<file path="config.mk">
export PLATFORM = sky130hd
export DESIGN_NAME = game_sequencer_flat
export DESIGN_NICKNAME = d
export VERILOG_FILES = /design/src/rtl/game_sequencer_if.sv /design/src/rtl/game_sequencer.sv /design/src/flat_wrapper.sv
export SDC_FILE = /design/constraint.sdc
export NUM_CORES = 1
export LEC_CHECK = 0
export CAP_MARGIN = 10
export CORE_MARGIN = 2
export CORE_UTILIZATION = 58
export CTS_CLUSTER_SIZE = 40
export DETAILED_ROUTE_END_ITERATION = 16
export GPL_TIMING_DRIVEN = 0
export PLACE_DENSITY = 0.85
export SETUP_SLACK_MARGIN = 0.05
export SKIP_CTS_REPAIR_TIMING = 1
export SLEW_MARGIN = 40
export SYNTH_ARGS = -nofsm -noshare
export SYNTH_HDL_FRONTEND = slang
export SYNTH_SLANG_ARGS = --single-unit
</file>
<file path="constraint.sdc">
create_clock -name clk -period 3.9 [get_ports clk]
set_input_delay 0.975 -clock clk [delete_from_list [all_inputs] [get_ports clk]]
set_output_delay 0.975 -clock clk [all_outputs]
set_load 0.02 [all_outputs]
</file>
<file path="src/rtl/game_sequencer_if.sv">
// Handshake bundle between the snake game sequencer and its surroundings.
// The slave side is the sequencer itself; the master side is whatever drives
// frame timing, user controls and the snake/apple datapath.
interface game_sequencer_if;
  logic       i_restart;
  logic       i_start;
  logic       i_pause;
  logic       i_vsync;
  logic       i_speed_up;
  logic       i_speed_down;
  logic       i_apple_ready;
  logic       i_tick_done;
  logic       i_snake_failure;
  logic       i_snake_success;
  logic       o_snake_tick;
  logic [2:0] o_state;
  logic       o_running;
  logic [3:0] o_period;
  logic       o_failure;
  logic       o_success;
  logic       o_timeout;

  modport master (
    output i_restart, i_start, i_pause, i_vsync, i_speed_up, i_speed_down,
           i_apple_ready, i_tick_done, i_snake_failure, i_snake_success,
    input  o_snake_tick, o_state, o_running, o_period, o_failure, o_success,
           o_timeout
  );

  modport slave (
    input  i_restart, i_start, i_pause, i_vsync, i_speed_up, i_speed_down,
           i_apple_ready, i_tick_done, i_snake_failure, i_snake_success,
    output o_snake_tick, o_state, o_running, o_period, o_failure, o_success,
           o_timeout
  );
endinterface

</file>
<file path="src/rtl/game_sequencer.sv">
// Per-tick scheduler for the snake game: counts frames, waits for the apple,
// pulses the snake tick and waits for the snake to finish. Also owns pause,
// game speed, sticky outcome flags and a watchdog on the tick handshake.
module game_sequencer #(
  parameter int FRAMES_INIT  = 8,
  parameter int FRAMES_MIN   = 2,
  parameter int FRAMES_MAX   = 15,
  parameter int DONE_TIMEOUT = 255
) (
  input logic             clk,
  input logic             rst,
  game_sequencer_if.slave bus
);

  typedef enum logic [2:0] {
    IDLE       = 3'd0,
    WAIT_FRAME = 3'd1,
    WAIT_APPLE = 3'd2,
    TICK       = 3'd3,
    WAIT_DONE  = 3'd4,
    PAUSED     = 3'd5,
    FAILED     = 3'd6,
    WON        = 3'd7
  } state_t;

  localparam logic [3:0] PERIOD_INIT = 4'(FRAMES_INIT);
  localparam logic [3:0] PERIOD_MIN  = 4'(FRAMES_MIN);
  localparam logic [3:0] PERIOD_MAX  = 4'(FRAMES_MAX);
  // Watchdog value seen on the last allowed cycle in WAIT_DONE.
  localparam logic [7:0] WD_LAST     = 8'(DONE_TIMEOUT - 1);

  state_t     state, state_next;
  logic [3:0] frame_cnt, frame_cnt_next;
  logic [7:0] watchdog, watchdog_next;
  logic [3:0] period, period_next;
  logic       failure, failure_next;
  logic       success, success_next;
  logic       timeout, timeout_next;
  logic       snake_tick;
  logic       frame_due;
  logic       live;

  // The period may shrink below the current count, so the compare is >=.
  assign frame_due = (frame_cnt >= (period - 4'd1));
  // States in which snake collision/board-full outcomes are accepted.
  assign live = (state inside {WAIT_FRAME, WAIT_APPLE, TICK, WAIT_DONE, PAUSED});

  // Next-state, counters, speed and sticky flags; restart overrides everything.
  always_comb begin
    state_next     = state;
    frame_cnt_next = frame_cnt;
    watchdog_next  = watchdog;
    period_next    = period;
    failure_next   = failure;
    success_next   = success;
    timeout_next   = timeout;

    if (bus.i_speed_up && !bus.i_speed_down) begin
      if (period > PERIOD_MIN) period_next = period - 4'd1;
    end else if (bus.i_speed_down && !bus.i_speed_up) begin
      if (period < PERIOD_MAX) period_next = period + 4'd1;
    end

    if (bus.i_restart) begin
      state_next     = IDLE;
      frame_cnt_next = 4'd0;
      watchdog_next  = 8'd0;
      period_next    = PERIOD_INIT;
      failure_next   = 1'b0;
      success_next   = 1'b0;
      timeout_next   = 1'b0;
    end else if (live && bus.i_snake_failure) begin
      state_next   = FAILED;
      failure_next = 1'b1;
    end else if (live && bus.i_snake_success) begin
      state_next   = WON;
      success_next = 1'b1;
    end else begin
      case (state)
        IDLE: begin
          if (bus.i_start) begin
            state_next     = WAIT_FRAME;
            frame_cnt_next = 4'd0;
          end
        end
        WAIT_FRAME: begin
          if (bus.i_pause) begin
            state_next = PAUSED;
          end else if (bus.i_vsync) begin
            if (frame_due) state_next = WAIT_APPLE;
            else           frame_cnt_next = frame_cnt + 4'd1;
          end
        end
        PAUSED: begin
          if (!bus.i_pause) state_next = WAIT_FRAME;
        end
        WAIT_APPLE: begin
          if (bus.i_apple_ready) state_next = TICK;
        end
        TICK: begin
          state_next    = WAIT_DONE;
          watchdog_next = 8'd0;
        end
        WAIT_DONE: begin
          if (bus.i_tick_done) begin
            state_next     = WAIT_FRAME;
            frame_cnt_next = 4'd0;
          end else if (watchdog == WD_LAST) begin
            state_next     = WAIT_FRAME;
            frame_cnt_next = 4'd0;
            timeout_next   = 1'b1;
          end else begin
            watchdog_next = watchdog + 8'd1;
          end
        end
        FAILED, WON: begin
          state_next = state;
        end
        default: begin
          state_next = IDLE;
        end
      endcase
    end
  end

  // State and datapath registers; the tick output is registered from the next state.
  always_ff @(posedge clk or posedge rst) begin
    if (rst) begin
      state      <= IDLE;
      frame_cnt  <= 4'd0;
      watchdog   <= 8'd0;
      period     <= PERIOD_INIT;
      failure    <= 1'b0;
      success    <= 1'b0;
      timeout    <= 1'b0;
      snake_tick <= 1'b0;
    end else begin
      state      <= state_next;
      frame_cnt  <= frame_cnt_next;
      watchdog   <= watchdog_next;
      period     <= period_next;
      failure    <= failure_next;
      success    <= success_next;
      timeout    <= timeout_next;
      snake_tick <= (state_next == TICK);
    end
  end

  assign bus.o_state      = state;
  assign bus.o_snake_tick = snake_tick;
  assign bus.o_running    = (state inside {WAIT_FRAME, WAIT_APPLE, TICK, WAIT_DONE});
  assign bus.o_period     = period;
  assign bus.o_failure    = failure;
  assign bus.o_success    = success;
  assign bus.o_timeout    = timeout;

endmodule

</file>
<file path="src/flat_wrapper.sv">
// flat-port wrapper written by rule: the top's interface ports become plain ports
module game_sequencer_flat 
#(
  parameter int FRAMES_INIT  = 8,
  parameter int FRAMES_MIN   = 2,
  parameter int FRAMES_MAX   = 15,
  parameter int DONE_TIMEOUT = 255
)
  (clk, rst, bus_i_restart, bus_i_start, bus_i_pause, bus_i_vsync, bus_i_speed_up, bus_i_speed_down, bus_i_apple_ready, bus_i_tick_done, bus_i_snake_failure, bus_i_snake_success, bus_o_snake_tick, bus_o_state, bus_o_running, bus_o_period, bus_o_failure, bus_o_success, bus_o_timeout);
  game_sequencer_if bus_i ();
  input logic clk;
  input logic rst;
  input wire logic [$bits(bus_i.i_restart)-1:0] bus_i_restart;
  input wire logic [$bits(bus_i.i_start)-1:0] bus_i_start;
  input wire logic [$bits(bus_i.i_pause)-1:0] bus_i_pause;
  input wire logic [$bits(bus_i.i_vsync)-1:0] bus_i_vsync;
  input wire logic [$bits(bus_i.i_speed_up)-1:0] bus_i_speed_up;
  input wire logic [$bits(bus_i.i_speed_down)-1:0] bus_i_speed_down;
  input wire logic [$bits(bus_i.i_apple_ready)-1:0] bus_i_apple_ready;
  input wire logic [$bits(bus_i.i_tick_done)-1:0] bus_i_tick_done;
  input wire logic [$bits(bus_i.i_snake_failure)-1:0] bus_i_snake_failure;
  input wire logic [$bits(bus_i.i_snake_success)-1:0] bus_i_snake_success;
  output wire logic [$bits(bus_i.o_snake_tick)-1:0] bus_o_snake_tick;
  output wire logic [$bits(bus_i.o_state)-1:0] bus_o_state;
  output wire logic [$bits(bus_i.o_running)-1:0] bus_o_running;
  output wire logic [$bits(bus_i.o_period)-1:0] bus_o_period;
  output wire logic [$bits(bus_i.o_failure)-1:0] bus_o_failure;
  output wire logic [$bits(bus_i.o_success)-1:0] bus_o_success;
  output wire logic [$bits(bus_i.o_timeout)-1:0] bus_o_timeout;
  assign bus_i.i_restart = bus_i_restart;
  assign bus_i.i_start = bus_i_start;
  assign bus_i.i_pause = bus_i_pause;
  assign bus_i.i_vsync = bus_i_vsync;
  assign bus_i.i_speed_up = bus_i_speed_up;
  assign bus_i.i_speed_down = bus_i_speed_down;
  assign bus_i.i_apple_ready = bus_i_apple_ready;
  assign bus_i.i_tick_done = bus_i_tick_done;
  assign bus_i.i_snake_failure = bus_i_snake_failure;
  assign bus_i.i_snake_success = bus_i_snake_success;
  assign bus_o_snake_tick = bus_i.o_snake_tick;
  assign bus_o_state = bus_i.o_state;
  assign bus_o_running = bus_i.o_running;
  assign bus_o_period = bus_i.o_period;
  assign bus_o_failure = bus_i.o_failure;
  assign bus_o_success = bus_i.o_success;
  assign bus_o_timeout = bus_i.o_timeout;
  game_sequencer #(.FRAMES_INIT(FRAMES_INIT), .FRAMES_MIN(FRAMES_MIN), .FRAMES_MAX(FRAMES_MAX), .DONE_TIMEOUT(DONE_TIMEOUT)) u_core (.clk(clk), .rst(rst), .bus(bus_i));
endmodule
</file>
* After elaboration in Yosys (flattened, before gate mapping)
Cells that the tools add are included.
Word-level totals: register bits after elaboration 23
Operators by class: $add $sub $neg 4, order comparisons 3, equal/unequal tests 20, muxes and demuxes 44, reductions and logical operators 23
Operator list (number):
- 2-to-1 mux 4 bit | 14
- 2-to-1 mux 8 bit | 5
- 2-to-1 mux 3 bit | 11
- inequality test 3 bit, second input constant | 7
- one-hot mux 3 bit (7 select lines) | 1
- one-hot mux 8 bit (2 select lines) | 1
- == test 3 bit, second input constant | 4
- one-hot mux 4 bit (3 select lines) | 1
- 2-to-1 mux 1 bit | 11
- AND reduction 5 bit | 2
- == test 3 x 2 -> 1 bit, second input constant | 3
- nonzero test 3 bit | 3
- adder 4 x 1 -> 4 bit, second input constant | 2
- adder 8 x 1 -> 8 bit, second input constant | 1
- == test 8 bit, second input constant | 1
- AND reduction 8 bit | 1
- nonzero test 2 bit | 4
- nonzero test 4 bit | 2
- inequality test 2 bit, second input constant | 3
- nonzero test 5 bit | 1
- greater-or-equal comparator 4 bit | 1
- > comparator 4 x 2 -> 1 bit, second input constant | 1
- logical AND 1 bit | 4
- < comparator 4 bit, second input constant | 1
- 8 further kinds | 9

* Longest topological paths before layout
Gate-level depths: netlist (run 1).
depth after elaboration 10, gate-level depth with buffers 9, gate-level depth less buffers 9

* Least setup slack after synthesis (run 1)
OpenSTA, ideal clock, no wires.
kind reg-to-reg, start point reg u_core.period[0] (netlist: u_core.bus.o_period[0]), end point reg u_core.frame_cnt[0], data arrival time 2.315 ns, data required time 3.776 ns, slack 1.461 ns, stages on the path, launching flop included 10, buffers on the path 0, cell sequence dfrtp_1 -> inv_1 -> ha_1 -> xnor2_1 -> ha_1 -> and3_1 -> o21ai_0 -> nand3_1 -> and3_1 -> a211o_1
On the way: cells in the longest elaborated chain, start to end 4
Ends and longest elaborated chain:
- from (decl) | line game_sequencer.sv:35 | logic [3:0] period, period_next;
- from (signal assigned) | line game_sequencer.sv:141 | period <= period_next;
- subtractor 4 x 1 -> 4 bit | line game_sequencer.sv:44 | assign frame_due = (frame_cnt >= (period - 4'd1));
- greater-or-equal comparator 4 bit | line game_sequencer.sv:44
- inequality test 3 bit (no line)
- AND reduction 8 bit (no line)
- to (signal assigned) | line game_sequencer.sv:139 | frame_cnt <= frame_cnt_next;
- to (decl) | line game_sequencer.sv:33 | logic [3:0] frame_cnt, frame_cnt_next;
No other way between the ends. A chain may end at the register's enable or synchronous reset.

* Worst setup path in the final report (run 1)
start point reg u_core.state[1] (netlist: u_core.bus.o_state[1]), end point out bus_o_running
On the way: cells in the longest elaborated chain, start to end 2
Ends and longest elaborated chain:
- from (decl) | line game_sequencer.sv:32 | state_t state, state_next;
- from (signal assigned) | line game_sequencer.sv:138 | state <= state_next;
- == test 3 x 1 -> 1 bit, or another cell as far along | line game_sequencer.sv:151 | assign bus.o_running = (state inside {WAIT_FRAME, WAIT_APPLE, TICK, WAIT_DONE});
- nonzero test 4 bit (*) | line game_sequencer.sv:151
- to (decl) | line flat_wrapper.sv:25 | output wire logic [$bits(bus_i.o_running)-1:0] bus_o_running;
Mark *: on every way between the ends. The rest lies on a longest branch, timed or not.

==> results_dict.tcl, run 1 <==
set metrics [dict create \
    outcome "completed" \
    yosysWarnings 0 \
    hold_ws_ns 0.5295 \
    fp.dieH_um 56.16 \
    syn_inst 182 \
    power.leakage_nw 0.8149 \
    cts.sinks 23 \
    reg2reg_depth 9 \
    clock-root-buffer "clkbuf_4" \
    r2r_start "u_core.bus.o_period[0]" \
    vdd_ir_drop_max_uv 534.7 \
    grt_pass1_wl_mm 6.437 \
    layout_commonest_cell "clkdlybuf4s50_1" \
    clkLatencyLatePin_ns 0.32 \
    grt_max_degree 24 \
    finalCriticalPeriod_ns 2.941 \
    cp-start-kind "flop" \
    synth_cell_types 50 \
    grt_use_total_pct 25.08 \
    clk_pin_slew_ns 0.14 \
    min-delay-path-class "reg -> reg" \
    fin_worst_skew_ns 0.001079 \
    ys.flop_type "dfrtp_1" \
    fillCellCount 187 \
    cp-end-kind "primary output" \
    grt_setup_unrepaired "no" \
    hold_end "u_core.bus.o_period[3]" \
    drive_gt1_share_pct 4.785 \
    slew_headroom_pct 61.23 \
    crit_fanout 10 \
    syn-num-nets 204 \
    dieArea_um2 3153 \
    cp.required_ns 2.92 \
    tritoncts "done" \
    viasPerCell 6.297 \
    syn_to_final_growth_pct 19.03 \
    io_pins 24 \
    drt_pass1_iterations 4 \
    dp.cells 235 \
    synth_xor_area_share_pct 1.665 \
    htree_levels 1 \
    post-route-period-util_pct 75.40 \
    num_vias 1505 \
    dp_hpwl_mm 2.778 \
    start_util_pct 62.55 \
    holdPathStages 2 \
    synth_top_family_by_area "compound AO/OA/AOI/OAI gates" \
    fmax_mhz 340.1 \
    syn_avg_cell_area_um2 8.669 \
    synth_mux_area_share_pct 1.269 \
    rows 18 \
    wl_per_cell_um 15.56 \
    cp-startpoint "u_core.bus.o_state[1]" \
    route.detailed.drc 0 \
    worstMarginPinSlew_ns 0.5815 \
    maxCapViolCount 0 \
    gp_congestion 0.9077 \
    nNetsFinal 232 \
    hp-start "u_core.bus.o_period[3]" \
    synthAdderAreaFrac_pct 7.930 \
    ys_seq_area_share_pct 36.56 \
    p_per_area_nw_per_um2 501.8 \
    synth-seq-cells 23 \
    drv_slew 0 \
    r2r_slack_ns 1.25 \
    yosys.area_share.simple_pct 20.30 \
    port_buffers 23 \
    arrival_ns 1.97 \
    synth.largest_area_cell "dfrtp_1" \
    synth_top_area_share_pct 34.89 \
    mostFrequentLayoutCells "clkdlybuf4s50_1 (23), dfrtp_1 (22), nor2_1 (18)" \
    syn_area_um2 1578 \
    synthArstFlopShare_pct 100.0 \
    fin_tns_setup_ns 0 \
    overflow 0 \
    crit_type "reg -> out" \
    final-hold-violation-count 0 \
    cts_buffers 3 \
    postRouteAntennaNets 0 \
    setup_viol 0 \
    wl_mm 3.719 \
    clockBufferDepth 2 \
    antenna_cells 0 \
    fin_cells 239 \
    core_um2 2522 \
    drt-initial-drc-count 90 \
    first_global_vias 1465 \
    antenna_found_initial 0 \
    r2r_end "u_core.frame_cnt[0]" \
    setup_ws_ns 0.9593 \
    post-place-ws_ns 0.8105 \
    synth_edf_count 0 \
    synth_compound_area_share_pct 26.96 \
    dieWidth_um 56.16 \
    yosys-top-cells-area "dfrtp_1 (35%), ha_1 (7.9%), o21ai_0 (4.4%)" \
    utilization_pct 74.45 \
]
==> synth_stat cells, types with 2 or more instances <==
master / instances
dfrtp_1: 22
nor2_1: 18
o21ai_0: 14
inv_1: 12
ha_1: 10
nand3_1: 8
nor3_1: 8
nand2_1: 7
a21oi_1: 6
clkbuf_1: 6
o31ai_1: 6
a211o_1: 5
a31oi_1: 5
and3_1: 5
o21a_1: 4
nand2b_1: 3
a311oi_1: 2
mux2i_1: 2
nand4_1: 2
nor2b_1: 2
nor3b_1: 2
o21bai_1: 2
o31a_1: 2
or2_2: 2
xnor2_1: 2
==> metal layers <==
metal | vias up | routed length, um | global-route usage, %
li1 | 732 | - | -
met1 | 709 | 1624 | 31.05
met2 | 51 | 1833 | 43.87
met3 | 13 | 175 | 2.791
met4 | 0 | 86 | 10.54
met5 | - | 0 | 0
==> per-stage QoR <==
step / power (mW) / cell area, um^2
after floorplan: 0.6484 / 1578
after global placement: 0.8014 / 1846
after detailed placement: 0.8220 / 1852
after CTS: 0.9373 / 1878
after global routing: 1.002 / 1878
final: 0.9424 / 1878
==> area by class of cell <==
type                            count  area (um^2)  area share [%]
Multi-Input combinational cell    139        923.4           49.17
Sequential cell                    23        576.8           30.71
Timing Repair Buffer               23        230.2           12.26
Inverter                           12        45.04           2.398
Buffer                              8        38.79           2.065
Tap cell                           30        37.54           1.999
Clock buffer                        4        26.28           1.399
==> worst max path at each step <==
stage | end | slack [ns]
2_1_floorplan | u_core.frame_cnt[0] | 1.46
6_report | bus_o_running | 0.96
3_5_place_dp | u_core.watchdog[4] | 0.81
5_1_grt | bus_o_running | 0.84
4_1_cts | bus_o_running | 0.98
3_3_place_gp | u_core.watchdog[4] | 0.86
==> power breakdown <==
part / leakage, nW / internal [mW] / total (mW) / switching (mW)
sequential: 0.310 / 0.277 / 0.324 / 0.0471
combinational: 0.490 / 0.214 / 0.498 / 0.284
clock: 0.0150 / 0.0401 / 0.120 / 0.0799
total: 0.815 / 0.531 / 0.942 / 0.411
==> state kept, by name (all words and copies together), names as in the netlist <==
register and count:
u_core.bus.o_failure 1, u_core.watchdog 8, u_core.bus.o_success 1, u_core.bus.o_period 4
u_core.bus.o_snake_tick 1, u_core.bus.o_state 3, u_core.frame_cnt 4, u_core.bus.o_timeout 1
==> cells by family after synthesis <==
group	count (synthesis)
and+or+nand+nor	63
AOI/OAI and AO/OA	61
adders and majority gates	10
muxes	2
buffers and inverters	20
xor gates and xnor gates	3
DFF	23
==> worst max-delay path, cell delays in order (launching register included) <==
cell	delay, ns
dfrtp_1	0.48
clkbuf_1	0.26
o21a_1	0.23
nor2_1	0.08
clkdlybuf4s50_1	0.60
Power figures use the tool's default switching activity.
==> run 2, diff against run 1 <==
--- a/config.mk
+++ b/config.mk
@@ -7,11 +7,11 @@
 export LEC_CHECK = 0
 export CAP_MARGIN = 10
 export CORE_MARGIN = 2
-export CORE_UTILIZATION = 58
+export CORE_UTILIZATION = 53
 export CTS_CLUSTER_SIZE = 40
 export DETAILED_ROUTE_END_ITERATION = 16
 export GPL_TIMING_DRIVEN = 0
-export PLACE_DENSITY = 0.85
+export PLACE_DENSITY = 0.79
 export SETUP_SLACK_MARGIN = 0.05
 export SKIP_CTS_REPAIR_TIMING = 1
 export SLEW_MARGIN = 40
==> constraint.sdc (replaced) <==
create_clock -name clk -period 2.95 [get_ports clk]
set_input_delay 0.7375 -clock clk [delete_from_list [all_inputs] [get_ports clk]]
set_output_delay 0.7375 -clock clk [all_outputs]
set_load 0.02 [all_outputs]
==> run 2 against run 1 <==
  * Global-route usage shrank 2.5 points
  * Sequential cell count unchanged
  * Hold slack worse by 0.012 ns
  * Cell area is essentially flat
  * Wire length shrank 0.86%
  * Clock power up 21%
  * Critical endpoint unchanged
  * Largest cell class unchanged
  * Largest power group unchanged
==> results_dict.tcl, run 2 (synthesized netlist as in run 1, its figures left out) <==
set metrics [dict create \
    outcome "completed" \
    drv_slew 0 \
    final_area_um2 1879 \
    layout_commonest_cell "clkdlybuf4s50_1" \
    drt-initial-drc-count 106 \
    dieArea_um2 3429 \
    tritoncts "done" \
    finalPower_mw 1.239 \
    wl_per_cell_um 15.36 \
    cts_buffers 3 \
    dieWidth_um 58.56 \
    crit_fanout 10 \
    worstMarginPinSlew_ns 0.5856 \
    final-hold-violation-count 0 \
    cp-end-kind "primary output" \
    post-route-period-util_pct 90.70 \
    grt_setup_unrepaired "no" \
    p_per_area_nw_per_um2 659.1 \
    nNetsFinal 232 \
    antenna_found_initial 0 \
    arrival_ns 1.94 \
    top_register "u_core.watchdog" \
    path_delay_family "buffers and inverters" \
    mostFrequentLayoutCells "clkdlybuf4s50_1 (23), dfrtp_1 (22), nor2_1 (18)" \
    grt_pass1_wl_mm 6.113 \
    cp.required_ns 2.21 \
    fin_cells 240 \
    syn_to_final_growth_pct 19.11 \
    clockBufferDepth 2 \
    r2r_slack_ns 0.34 \
    slew_headroom_pct 60.96 \
    crit_type "reg -> out" \
    fin_tns_setup_ns 0 \
    worstSetupPathDepth 4 \
    fillCellCount 247 \
    viasPerCell 6.283 \
    finalCriticalPeriod_ns 2.676 \
    first_global_vias 1383 \
    rows 19 \
    power.leakage_nw 0.8149 \
    fp.dieH_um 58.56 \
    cp-start-kind "flop" \
    drive_gt1_share_pct 4.785 \
    postRouteAntennaNets 0 \
    drt_pass1_iterations 4 \
    min-delay-path-class "reg -> reg" \
    antenna_cells 0 \
    fmax_mhz 373.8 \
    vdd_ir_drop_max_uv 639.0 \
    route.detailed.drc 0 \
    path_buf_inv 2 \
    max_stage_delay_ns 0.60 \
    core_um2 2781 \
    holdPathStages 2 \
    dpl_cell_area_um2 1847 \
    wl_mm 3.687 \
    cts.sinks 23 \
    critPathSlowestCell "clkdlybuf4s50_1" \
    fin_worst_skew_ns 0.001301 \
    grt_max_degree 24 \
    path_cells "clkbuf_1, o21a_1, nor2_1, clkdlybuf4s50_1" \
    largest_register_ffs 8 \
    overflow 0 \
    dp.cells 236 \
    clock-root-buffer "clkbuf_4" \
    io_pins 24 \
    grt_use_total_pct 22.60 \
    htree_levels 1 \
    reg2reg_depth 9 \
    dp_hpwl_mm 2.831 \
    num_vias 1508 \
    utilization_pct 67.57 \
    clk_pin_slew_ns 0.13 \
    port_buffers 23 \
    gp_congestion 0.9013 \
    start_util_pct 56.73 \
    maxCapViolCount 0 \
    clkLatencyLatePin_ns 0.30 \
    setup_viol 0 \
]
run 2: cell counts in the layout (fill, tap and decap cells not counted):
Identical to the previous run, type by type.
run 2: area by class of cell:
class,count,area [um^2],share of cell area (%)
Multi-Input combinational cell,139,923.4,49.13
Sequential cell,23,576.8,30.69
Timing Repair Buffer,23,230.2,12.25
Inverter,12,45.04,2.397
Buffer,8,38.79,2.064
Tap cell,31,38.79,2.064
Clock buffer,4,26.28,1.398
run 2: tightest hold or removal path, delay by kind of cell, from the launching register on:
kind             cells  cell delay, ns
flip-flops           1            0.37
AND/OR/NAND/NOR      1            0.07
AO/OA/AOI/OAI        1            0.04
run 2: final timing paths:
| check | from | end |
|---|---|---|
| max | u_core.bus.o_state[1] | bus_o_running |
| min | u_core.bus.o_timeout | u_core.bus.o_timeout |
| max in group asynchronous | rst | u_core.bus.o_period[3] |
| min reg2reg | u_core.bus.o_timeout | u_core.bus.o_timeout |
| max reg2reg | u_core.bus.o_period[0] | u_core.frame_cnt[0] |
| min in group asynchronous | rst | u_core.watchdog[5] |
run 2: through the flow:
step,hold slack [ns],setup WS (ns)
after floorplan,0.4779,0.5110
after detailed placement,0.4986,0.1022
final,0.5178,0.2744
after global placement,0.4846,0.1570
after global routing,0.5645,0.1640
after CTS,0.5274,0.2792
run 2: power by group:
group	switching, mW	internal, mW	total (mW)	leakage (nW)
clock network	0.0928	0.0526	0.145	0.0150
logic	0.380	0.285	0.665	0.490
registers	0.0621	0.366	0.428	0.310
total	0.534	0.704	1.24	0.815
run 2: layer usage:
layer / vias to the layer above / track usage, % / share of wire (%) / wire length (um)
li1: 735 / - / - / -
met1: 724 / 32.20 / 45 / 1657
met2: 45 / 38.04 / 50 / 1852
met3: 4 / 1.978 / 4.4 / 161
met4: 0 / 3.987 / 0.43 / 16
met5: - / 0 / 0 / 0
==> run 3, diff against run 2 <==
--- a/config.mk
+++ b/config.mk
@@ -7,13 +7,14 @@
 export LEC_CHECK = 0
 export CAP_MARGIN = 10
 export CORE_MARGIN = 2
-export CORE_UTILIZATION = 53
+export CORE_UTILIZATION = 50
 export CTS_CLUSTER_SIZE = 40
 export DETAILED_ROUTE_END_ITERATION = 16
 export GPL_TIMING_DRIVEN = 0
-export PLACE_DENSITY = 0.79
+export PLACE_DENSITY = 0.75
 export SETUP_SLACK_MARGIN = 0.05
 export SKIP_CTS_REPAIR_TIMING = 1
+export SKIP_LAST_GASP = 1
 export SLEW_MARGIN = 40
 export SYNTH_ARGS = -nofsm -noshare
 export SYNTH_HDL_FRONTEND = slang
==> run 3 against run 2 <==
  * Non-clock buffer count did not move
  * Worst setup slack improved by 0.0097 ns
  * Sequential cell count did not move
  * Fmax rose by 0.36%
  * Hold slack improved by 0.0079 ns
  * First-iteration DRC count fell by 29%
  * Clock-buffer cell count fell by 1
  * Wire length fell by 2.8%
  * Cell area rose by 0.93%
  * Critical path type unchanged
==> results_dict.tcl, run 3 (synthesized netlist as in run 1, its figures left out) <==
set metrics [dict create \
    postRouteAntennaNets 0 \
    fin_tns_setup_ns 0 \
    top_register "u_core.watchdog" \
    drt-initial-drc-count 75 \
    gp_congestion 0.8626 \
    grt_setup_unrepaired "no" \
    setup_ws_ns 0.2841 \
    start_util_pct 52.11 \
    largest_register_ffs 8 \
    dpl_cell_area_um2 1863 \
    cp-startpoint "u_core.bus.o_state[1]" \
    post-route-period-util_pct 90.37 \
    cp-start-kind "flop" \
    drv_slew 0 \
    wl_per_cell_um 14.17 \
    crit_type "reg -> out" \
    slew_headroom_pct 64.32 \
    p_per_area_nw_per_um2 648.4 \
    drt_pass1_iterations 4 \
    setup.worst_path.end "bus_o_running" \
    antenna_found_initial 0 \
    cp-end-kind "primary output" \
    port_buffers 23 \
    vdd_ir_drop_max_uv 400.3 \
    min-delay-path-class "reg -> reg" \
    num_vias 1489 \
    hold_ws_ns 0.5257 \
    final_area_um2 1897 \
    htree_levels 1 \
    route.detailed.drc 0 \
    fp.dieH_um 60.18 \
    overflow 0 \
    outcome "completed" \
    r2r_slack_ns 0.34 \
    cts_buffers 3 \
    mostFrequentLayoutCells "clkdlybuf4s50_1 (23), dfrtp_1 (22), nor2_1 (18)" \
    clockBufferDepth 2 \
    fillCellCount 248 \
    r2r_start "u_core.bus.o_period[0]" \
    maxCapViolCount 0 \
    clkLatencyLatePin_ns 0.32 \
    crit_fanout 10 \
    nNetsFinal 232 \
    grt_max_degree 24 \
    utilization_pct 62.64 \
    tritoncts "done" \
    clk_pin_slew_ns 0.13 \
    worstMarginPinSlew_ns 0.5353 \
    grt_pass1_wl_mm 6.078 \
    fmax_mhz 375.1 \
    dieArea_um2 3621 \
    clock-root-buffer "clkbuf_4" \
    viasPerCell 5.885 \
    dieWidth_um 60.18 \
    core_um2 3028 \
    finalPower_mw 1.230 \
    finalCriticalPeriod_ns 2.666 \
    fin_cells 253 \
    arrival_ns 1.93 \
    first_global_vias 1392 \
    syn_to_final_growth_pct 20.22 \
    setup_viol 0 \
    drive_gt1_share_pct 5.263 \
    fin_worst_skew_ns 0.01233 \
    wl_mm 3.585 \
    reg2reg_depth 9 \
    dp.cells 249 \
    post-place-ws_ns 0.1229 \
    final-hold-violation-count 0 \
    power.leakage_nw 0.8176 \
    antenna_cells 0 \
    io_pins 24 \
    r2r_end "u_core.frame_cnt[0]" \
    cp.required_ns 2.21 \
    cts.sinks 23 \
    layout_commonest_cell "clkdlybuf4s50_1" \
    rows 20 \
    dp_hpwl_mm 2.733 \
    grt_use_total_pct 21.83 \
]
## run 3: cell count changes in the layout (fill, tap and decap cells not counted), sizes merged
cell	delta
clkbuf	-1
clkinv	+1
## run 3: worst max-delay path, cell delays in order, from the launching register on
cell and delay (ns):
dfrtp_1 0.47, clkbuf_1 0.25, o21a_1 0.22, nor2_1 0.08, clkdlybuf4s50_1 0.61
## run 3: final cells by class
class / count / area [um^2] / area share [%]
Multi-Input combinational cell: 139 / 923.4 / 48.68
Sequential cell: 23 / 576.8 / 30.41
Timing Repair Buffer: 23 / 230.2 / 12.14
Clock inverter: 1 / 5.005 / 0.2639
Buffer: 8 / 38.79 / 2.045
Inverter: 12 / 45.04 / 2.375
Tap cell: 44 / 55.05 / 2.902
Clock buffer: 3 / 22.52 / 1.187
## run 3: worst min-delay path by stage
stage          depth (start not counted)                 start                    to
3_5_place_dp                           2  u_core.bus.o_timeout  u_core.bus.o_timeout
4_1_cts                                2  u_core.bus.o_timeout  u_core.bus.o_timeout
3_3_place_gp                           2  u_core.bus.o_success  u_core.bus.o_success
6_report                               2  u_core.bus.o_timeout  u_core.bus.o_timeout
2_1_floorplan                          1    u_core.watchdog[6]    u_core.watchdog[6]
5_1_grt                                2  u_core.bus.o_success  u_core.bus.o_success
## run 3: power breakdown
part	total, mW	internal [mW]	switching [mW]
clock network	0.147	0.0507	0.0963
logic	0.654	0.283	0.371
registers	0.429	0.366	0.0626
total	1.23	0.700	0.530
## run 3: layer usage
layer | global-route usage, % | vias up | routed length, um
met1 | 26.37 | 722 | 1552
met4 | 5.079 | 0 | 15
met5 | 0 | - | 0
met3 | 4.329 | 2 | 120
met2 | 39.44 | 31 | 1896
li1 | - | 734 | -
